## config.mk

```make
export PLATFORM = sky130hd
export DESIGN_NAME = btn_debounce_multi
export DESIGN_NICKNAME = d
export VERILOG_FILES = /design/src/rtl/btn_debounce_multi.sv
export SDC_FILE = /design/constraint.sdc
export NUM_CORES = 1
export LEC_CHECK = 0
export CORE_ASPECT_RATIO = 1.2
export CORE_UTILIZATION = 56
export DETAILED_ROUTE_END_ITERATION = 7
export GPL_ROUTABILITY_DRIVEN = 0
export PLACE_DENSITY = 0.82
export SYNTH_ARGS = -nofsm -noshare
export SYNTH_HDL_FRONTEND = slang
export SYNTH_SLANG_ARGS = --single-unit
```

## constraint.sdc

```tcl
create_clock -name clk -period 2.7 [get_ports clk]
set_clock_uncertainty 0.15 [all_clocks]
set_input_delay 0.405 -clock clk [delete_from_list [all_inputs] [get_ports clk]]
set_output_delay 0.405 -clock clk [all_outputs]
set_load 0.01 [all_outputs]
```

## src/rtl/btn_debounce_multi.sv

```systemverilog
// Multi-channel push-button debouncer: 2-FF sync, tick-gated stability count, level + edge pulses.
// Optional `AUTO_REPEAT_EN adds hold/auto-repeat press pulses. Release pulses exit on release_pulse.
module btn_debounce_multi #(
   parameter int unsigned N_CH           = 4,
   parameter int unsigned DEBOUNCE_TICKS = 4,
   parameter int unsigned HOLD_TICKS     = 8,
   parameter int unsigned REPEAT_TICKS   = 2
) (
   input  logic            clk,
   input  logic            rst_n,
   input  logic            sample_tick,
   input  logic [N_CH-1:0] button,
   output logic [N_CH-1:0] level,
   output logic [N_CH-1:0] press,
   output logic [N_CH-1:0] release_pulse
);

   localparam int unsigned CNT_W = $clog2(DEBOUNCE_TICKS + 1);

   // Elaboration-time guard on the supported parameter ranges.
   if (N_CH < 1 || N_CH > 16 || DEBOUNCE_TICKS < 1 || HOLD_TICKS < 1 || REPEAT_TICKS < 1)
   begin : g_bad_param
      $error("btn_debounce_multi: parameter out of range");
   end

   logic [N_CH-1:0]            s1_q, s2_q;
   logic [N_CH-1:0]            level_q, level_d;
   logic [N_CH-1:0]            press_q, press_d;
   logic [N_CH-1:0]            rel_q, rel_d;
   logic [N_CH-1:0][CNT_W-1:0] cnt_q, cnt_d;

`ifdef AUTO_REPEAT_EN
   localparam int unsigned HOLD_MAX = (HOLD_TICKS > REPEAT_TICKS) ? HOLD_TICKS : REPEAT_TICKS;
   localparam int unsigned HOLD_W   = $clog2(HOLD_MAX + 1);

   logic [N_CH-1:0][HOLD_W-1:0] hold_q, hold_d;
`endif

   always_comb begin
      level_d = level_q;
      cnt_d   = cnt_q;
      press_d = '0;
      rel_d   = '0;
`ifdef AUTO_REPEAT_EN
      hold_d  = hold_q;
`endif
      for (int i = 0; i < N_CH; i++) begin
         if (sample_tick) begin
            if (s2_q[i] == level_q[i]) begin
               cnt_d[i] = '0;
            end else if (cnt_q[i] >= CNT_W'(DEBOUNCE_TICKS - 1)) begin
               level_d[i] = s2_q[i];
               cnt_d[i]   = '0;
               press_d[i] = s2_q[i];
               rel_d[i]   = ~s2_q[i];
            end else begin
               cnt_d[i] = cnt_q[i] + 1'b1;
            end
`ifdef AUTO_REPEAT_EN
            // Down-counter: loaded with HOLD_TICKS on the debounced rise, REPEAT_TICKS after.
            if (level_d[i] && !level_q[i]) begin
               hold_d[i] = HOLD_W'(HOLD_TICKS);
            end else if (!level_d[i]) begin
               hold_d[i] = '0;
            end else if (hold_q[i] <= HOLD_W'(1)) begin
               press_d[i] = 1'b1;
               hold_d[i]  = HOLD_W'(REPEAT_TICKS);
            end else begin
               hold_d[i] = hold_q[i] - 1'b1;
            end
`endif
         end
      end
   end

   always_ff @(posedge clk or negedge rst_n) begin
      if (!rst_n) begin
         s1_q    <= '0;
         s2_q    <= '0;
         level_q <= '0;
         press_q <= '0;
         rel_q   <= '0;
         cnt_q   <= '0;
      end else begin
         s1_q    <= button;
         s2_q    <= s1_q;
         level_q <= level_d;
         press_q <= press_d;
         rel_q   <= rel_d;
         cnt_q   <= cnt_d;
      end
   end

`ifdef AUTO_REPEAT_EN
   always_ff @(posedge clk or negedge rst_n) begin
      if (!rst_n) begin
         hold_q <= '0;
      end else begin
         hold_q <= hold_d;
      end
   end
`endif

   assign level         = level_q;
   assign press         = press_q;
   assign release_pulse = rel_q;

endmodule
```

* After elaboration in Yosys (flattened, before gate mapping)
Index checks and enable logic that the tools add are counted.
Storage, ports and cells: register bits after elaboration 32, memory bits (writable) 0, logic and storage cells 68, latch bits 0, output and inout bits 12, memories 0, bits of input ports 7, bits in read-only memories 0
Operators by class: order comparisons 4, reductions and logical operators 4, multipliers 0, div/mod/pow operators 0, bitwise operators 8, shift-type cells 0, equality and inequality tests 4, add/subtract/negate cells 4, muxes and demuxes 32
Operators by type and width (count):
- $mux W1 | 24
- $mux W3 | 8
- $add A3 B1 Y3 const B | 4
- $ge A3 B2 Y1 const B | 4
- $reduce_and A3 Y1 | 4
- $not A1 Y1 | 8
- $eq A1 B1 Y1 | 4

* Longest topological paths before layout
word-level depth 4, mapped depth 5, depth with buffers taken out 5

* Worst setup path after synthesis
No wires, ideal clock.
path kind reg2reg, start point register cnt_q[3] (netlist bit), end point register level_q[1], in the netlist level[1], clock period less this slack 1741 ps, arrival 1465 ps, library setup time 125 ps, required time 2425 ps, buffers on the path 0, cell stages (with the launch flop) 6, setup slack 959 ps, cells stage by stage dfrtp_1 > ha_1 > ha_1 > a211oi_2 > nand2b_4 > mux2_4
On the way: cells in the longest elaborated chain, start to end 2
Ends and longest elaborated chain:
- from (decl) | line 30 | logic [N_CH-1:0][CNT_W-1:0] cnt_q, cnt_d;
- from (signal assigned) | line 90 | cnt_q <= cnt_d;
- $ge A3 B2 Y1 | line 51 | end else if (cnt_q[i] >= CNT_W'(DEBOUNCE_TICKS - 1)) begin
- $reduce_and A3 Y1 (no line)
- to (signal assigned) | line 87 | level_q <= level_d;
- to (decl) | line 27 | logic [N_CH-1:0] level_q, level_d;
Every way passes these cells. A chain may end at the register's enable or synchronous reset.

* Worst setup path in the final report
start point register level_q[3], in the netlist level[3], end point output port level[3]
RTL lines:
- to (decl) | line 13 | output logic [N_CH-1:0] level,
No word-level cell between the ends.

==> metrics.md <==
| Metric | Value |
|---|---|
| Max-slew violations | `0` |
| Crit path max fanout | `5` |
| Sw Ratio | `32.83%` |
| Initial antenna violation count | `0` |
| Net Switching | `about 0.47 mW` |
| Final nets | `~150` |
| Vias | `840` |
| PD cells | `~910 nW/um^2` |
| First-pass GRT wire length | `3546 microns` |
| Vias per cell | `roughly 5.2` |
| Final Cell Area | `1592 sq um` |
| Max clock buf depth | `2` |
| # IOs | `19` |
| Minimum clock period | `~1.9 ns` |
| Mapped Area | `between 1000 and 1500 sq um` |
| Setup TNS | `0 ns` |
| Sequential cell area fraction in the yosys report | `59.98%` |
| CTS Buf Count | `5` |
| Synth Register Bits | `32` |
| Most common cell after layout, fill and taps aside | `dfrtp_1` |
| Starting density of the core | `between 50% and 60%` |
| Post-CTS resize count | `0` |
| Int Pwr | `around 0.97 mW` |
| WP data arrival | `1.31 ns` |
| Fmax | `about 540 MHz` |
| Die Width | `46.57 microns` |
| Final hold violations | `0` |
| 1st-pass router iterations | `3` |
| CP delay by family, top | `buffers and inverters` |
| Clk sinks | `32` |
| Full die area | `around 2600 sq um` |
| RSZ-0062 raised after global routing | `no` |
| Slew @ Worst Pin | `about 0.39 ns` |
| Share of cells above drive strength 1 | `between 10% and 20%` |
| Largest net degree at the start of global routing | `33` |
| Cell Chain, Critical Path | `clkdlybuf4s50_1` |
| Number of hold buffers added after CTS | `0` |
| GR Overflow Total | `0` |
| TritonCTS clock tree | `built` |
| Met1 WL | `~840 microns` |
| Routed WL | `around 2000 microns` |
| Clock Power Share | `~17%` |
| Post-synthesis cell type count | `19` |
| CP Launch Type | `register` |
| Post-route ant nets | `0` |
| Maxcap violations | `0` |
| Met3 wire length | `between 80 and 90 microns` |
| Post-DP HPWL | `~1400 microns` |
| Final core utilization | `approximately 70%` |
| Core area | `between 2000 and 2500 sq um` |
| Cells after synthesis | `~110` |
| Top layer in use | `met4` |
| Post-Syn Area per Cell | `around 13 sq um` |
| Commonest cells after routing, fill and taps aside | `32 x dfrtp_1, 18 x clkdlybuf4s50_1, 11 x inv_1` |
| Row count | `19` |
| Mapped Nets | `121` |
| Final period util | `around 69%` |
| Total power | `between 1 and 1.5 mW` |
| Vias in the first global route | `between 800 and 900` |
| Avg WL per Cell | `around 13 microns` |
| Leakage | `0.7435 nW` |
| IR drop worst, VDD | `between 0.6 and 0.7 mV` |
| Status | `finished, final reports clean` |
| Buf/Inv on CP | `1` |
| Worst Path Required | `approximately 2.1 ns` |
| CTS root buffer | `clkbuf_4` |
| Die Y | `about 55 microns` |
| Sequential share of power | `between 40% and 50%` |
| Rel. slew slack | `approximately three quarters` |
| Htree depth | `2` |
| Slowest cell delay on critical path | `roughly 0.56 ns` |
| # DRC | `0` |
| Met2 routed WL | `~1100 microns` |
| Number of port buffers | `18` |
| Antenna Cells | `0` |
| Slowest-stage cell, CP | `clkdlybuf4s50_1` |
| Syn. warnings | `0` |
| Combinational power share | `about a third` |
| Final setup viols | `0` |
| Clock transition at path regs | `around 0.090 ns` |
| Placement-stage cell area | `1545 sq um` |
| Post-CTS setup buffers | `0` |
| Crit. End Element | `output port` |
| HP Class | `register to register` |
| Drt initial violations | `15` |
| Total GRT Usage | `between 20% and 30%` |
| Area grow syn2layout | `19.21%` |
| Clk_lat worst skew | `roughly 0.33 ns` |
| WS Path Type | `register to output port` |
-- power groups by stage --
stage / combinational, mW / clock [mW] / sequential (mW)
floorplan: 0.327 / 0 / 0.703
global placement: 0.472 / 0 / 0.691
detailed placement: 0.509 / 0 / 0.706
CTS: 0.513 / 0.259 / 0.695
finish: 0.504 / 0.245 / 0.693
global route: 0.564 / 0.276 / 0.715
-- registers in the layout, summed over array words and instances (netlist names) --
signal,count
s2_q,4
cnt_q,12
press,4
s1_q,4
level,4
release_pulse,4
-- metal layers --
metal,global-route usage [%],vias up
met5,0,-
met4,13.87,0
met3,5.882,7
met2,33.13,15
met1,20.78,406
li1,-,412
-- layout make-up --
type | instances | area [sq um]
Tap cell | 31 | 38.79
Sequential cell | 32 | 800.8
Inverter | 11 | 41.29
Clock buffer | 6 | 41.29
Fill cell | 184 | 690.7
Clock inverter | 1 | 5.005
Multi-Input combinational cell | 60 | 469.2
Timing Repair Buffer | 20 | 195.2
-- cells in the mapped netlist --
| master | number | share of area [%] |
|---|---|---|
| mux2_4 | 1 | 1.1 |
| nor3b_1 | 8 | 4.5 |
| nand4_1 | 3 | 1.4 |
| xor2_1 | 4 | 2.6 |
| nand2b_1 | 7 | 3.3 |
| o22ai_1 | 8 | 3.7 |
| mux2i_1 | 1 | 0.75 |
| clkbuf_8 | 1 | 1.0 |
| buf_2 | 2 | 0.75 |
| nand2_1 | 8 | 2.2 |
| ha_1 | 8 | 7.5 |
| nand3_1 | 1 | 0.37 |
| nand2b_4 | 1 | 1.0 |
| a211oi_2 | 1 | 0.94 |
| a211o_1 | 3 | 2.0 |
| inv_1 | 11 | 3.1 |
| dfrtp_1 | 32 | 60 |
| mux2_2 | 3 | 2.5 |
| o21ai_0 | 3 | 1.1 |
-- kinds of logic after synthesis --
kind of cell    synth area share, %
simple gates                  12.84
fa+ha+maj                     7.498
xor+xnor                      2.624
buf+inv                       4.873
mux                           4.404
compound gates                7.779
flops                         59.98
-- worst paths after layout --
kind / start / to / slack (ns) / depth (start not counted)
worst max register to register: cnt_q[3]$_DFFE_PN0P_ / level[1]$_DFFE_PN0P_ / 0.86 / 5
worst max-delay path: level[3]$_DFFE_PN0P_ / level[3] / 0.84 / 1
worst min-delay path: s1_q[1]$_DFF_PN0_ / s2_q[1]$_DFF_PN0_ / 0.20 / 0
worst min register to register: s1_q[1]$_DFF_PN0_ / s2_q[1]$_DFF_PN0_ / 0.20 / 0
min in group asynchronous: rst_n / s2_q[3]$_DFF_PN0_ / 0.31 / 2
max in group asynchronous: rst_n / cnt_q[0]$_DFFE_PN0P_ / 1.81 / 2
-- through the flow --
step	hold WS, ns	cells	setup WS, ns
5_1_grt	0.2133	161	0.7655
6_report	0.2041	161	0.8376
2_1_floorplan	-0.04059	106	0.9594
3_3_place_gp	0.1853	154	0.8857
4_1_cts	0.2083	161	0.8114
3_5_place_dp	0.1863	154	0.8509
Power figures use the tool's default switching activity.
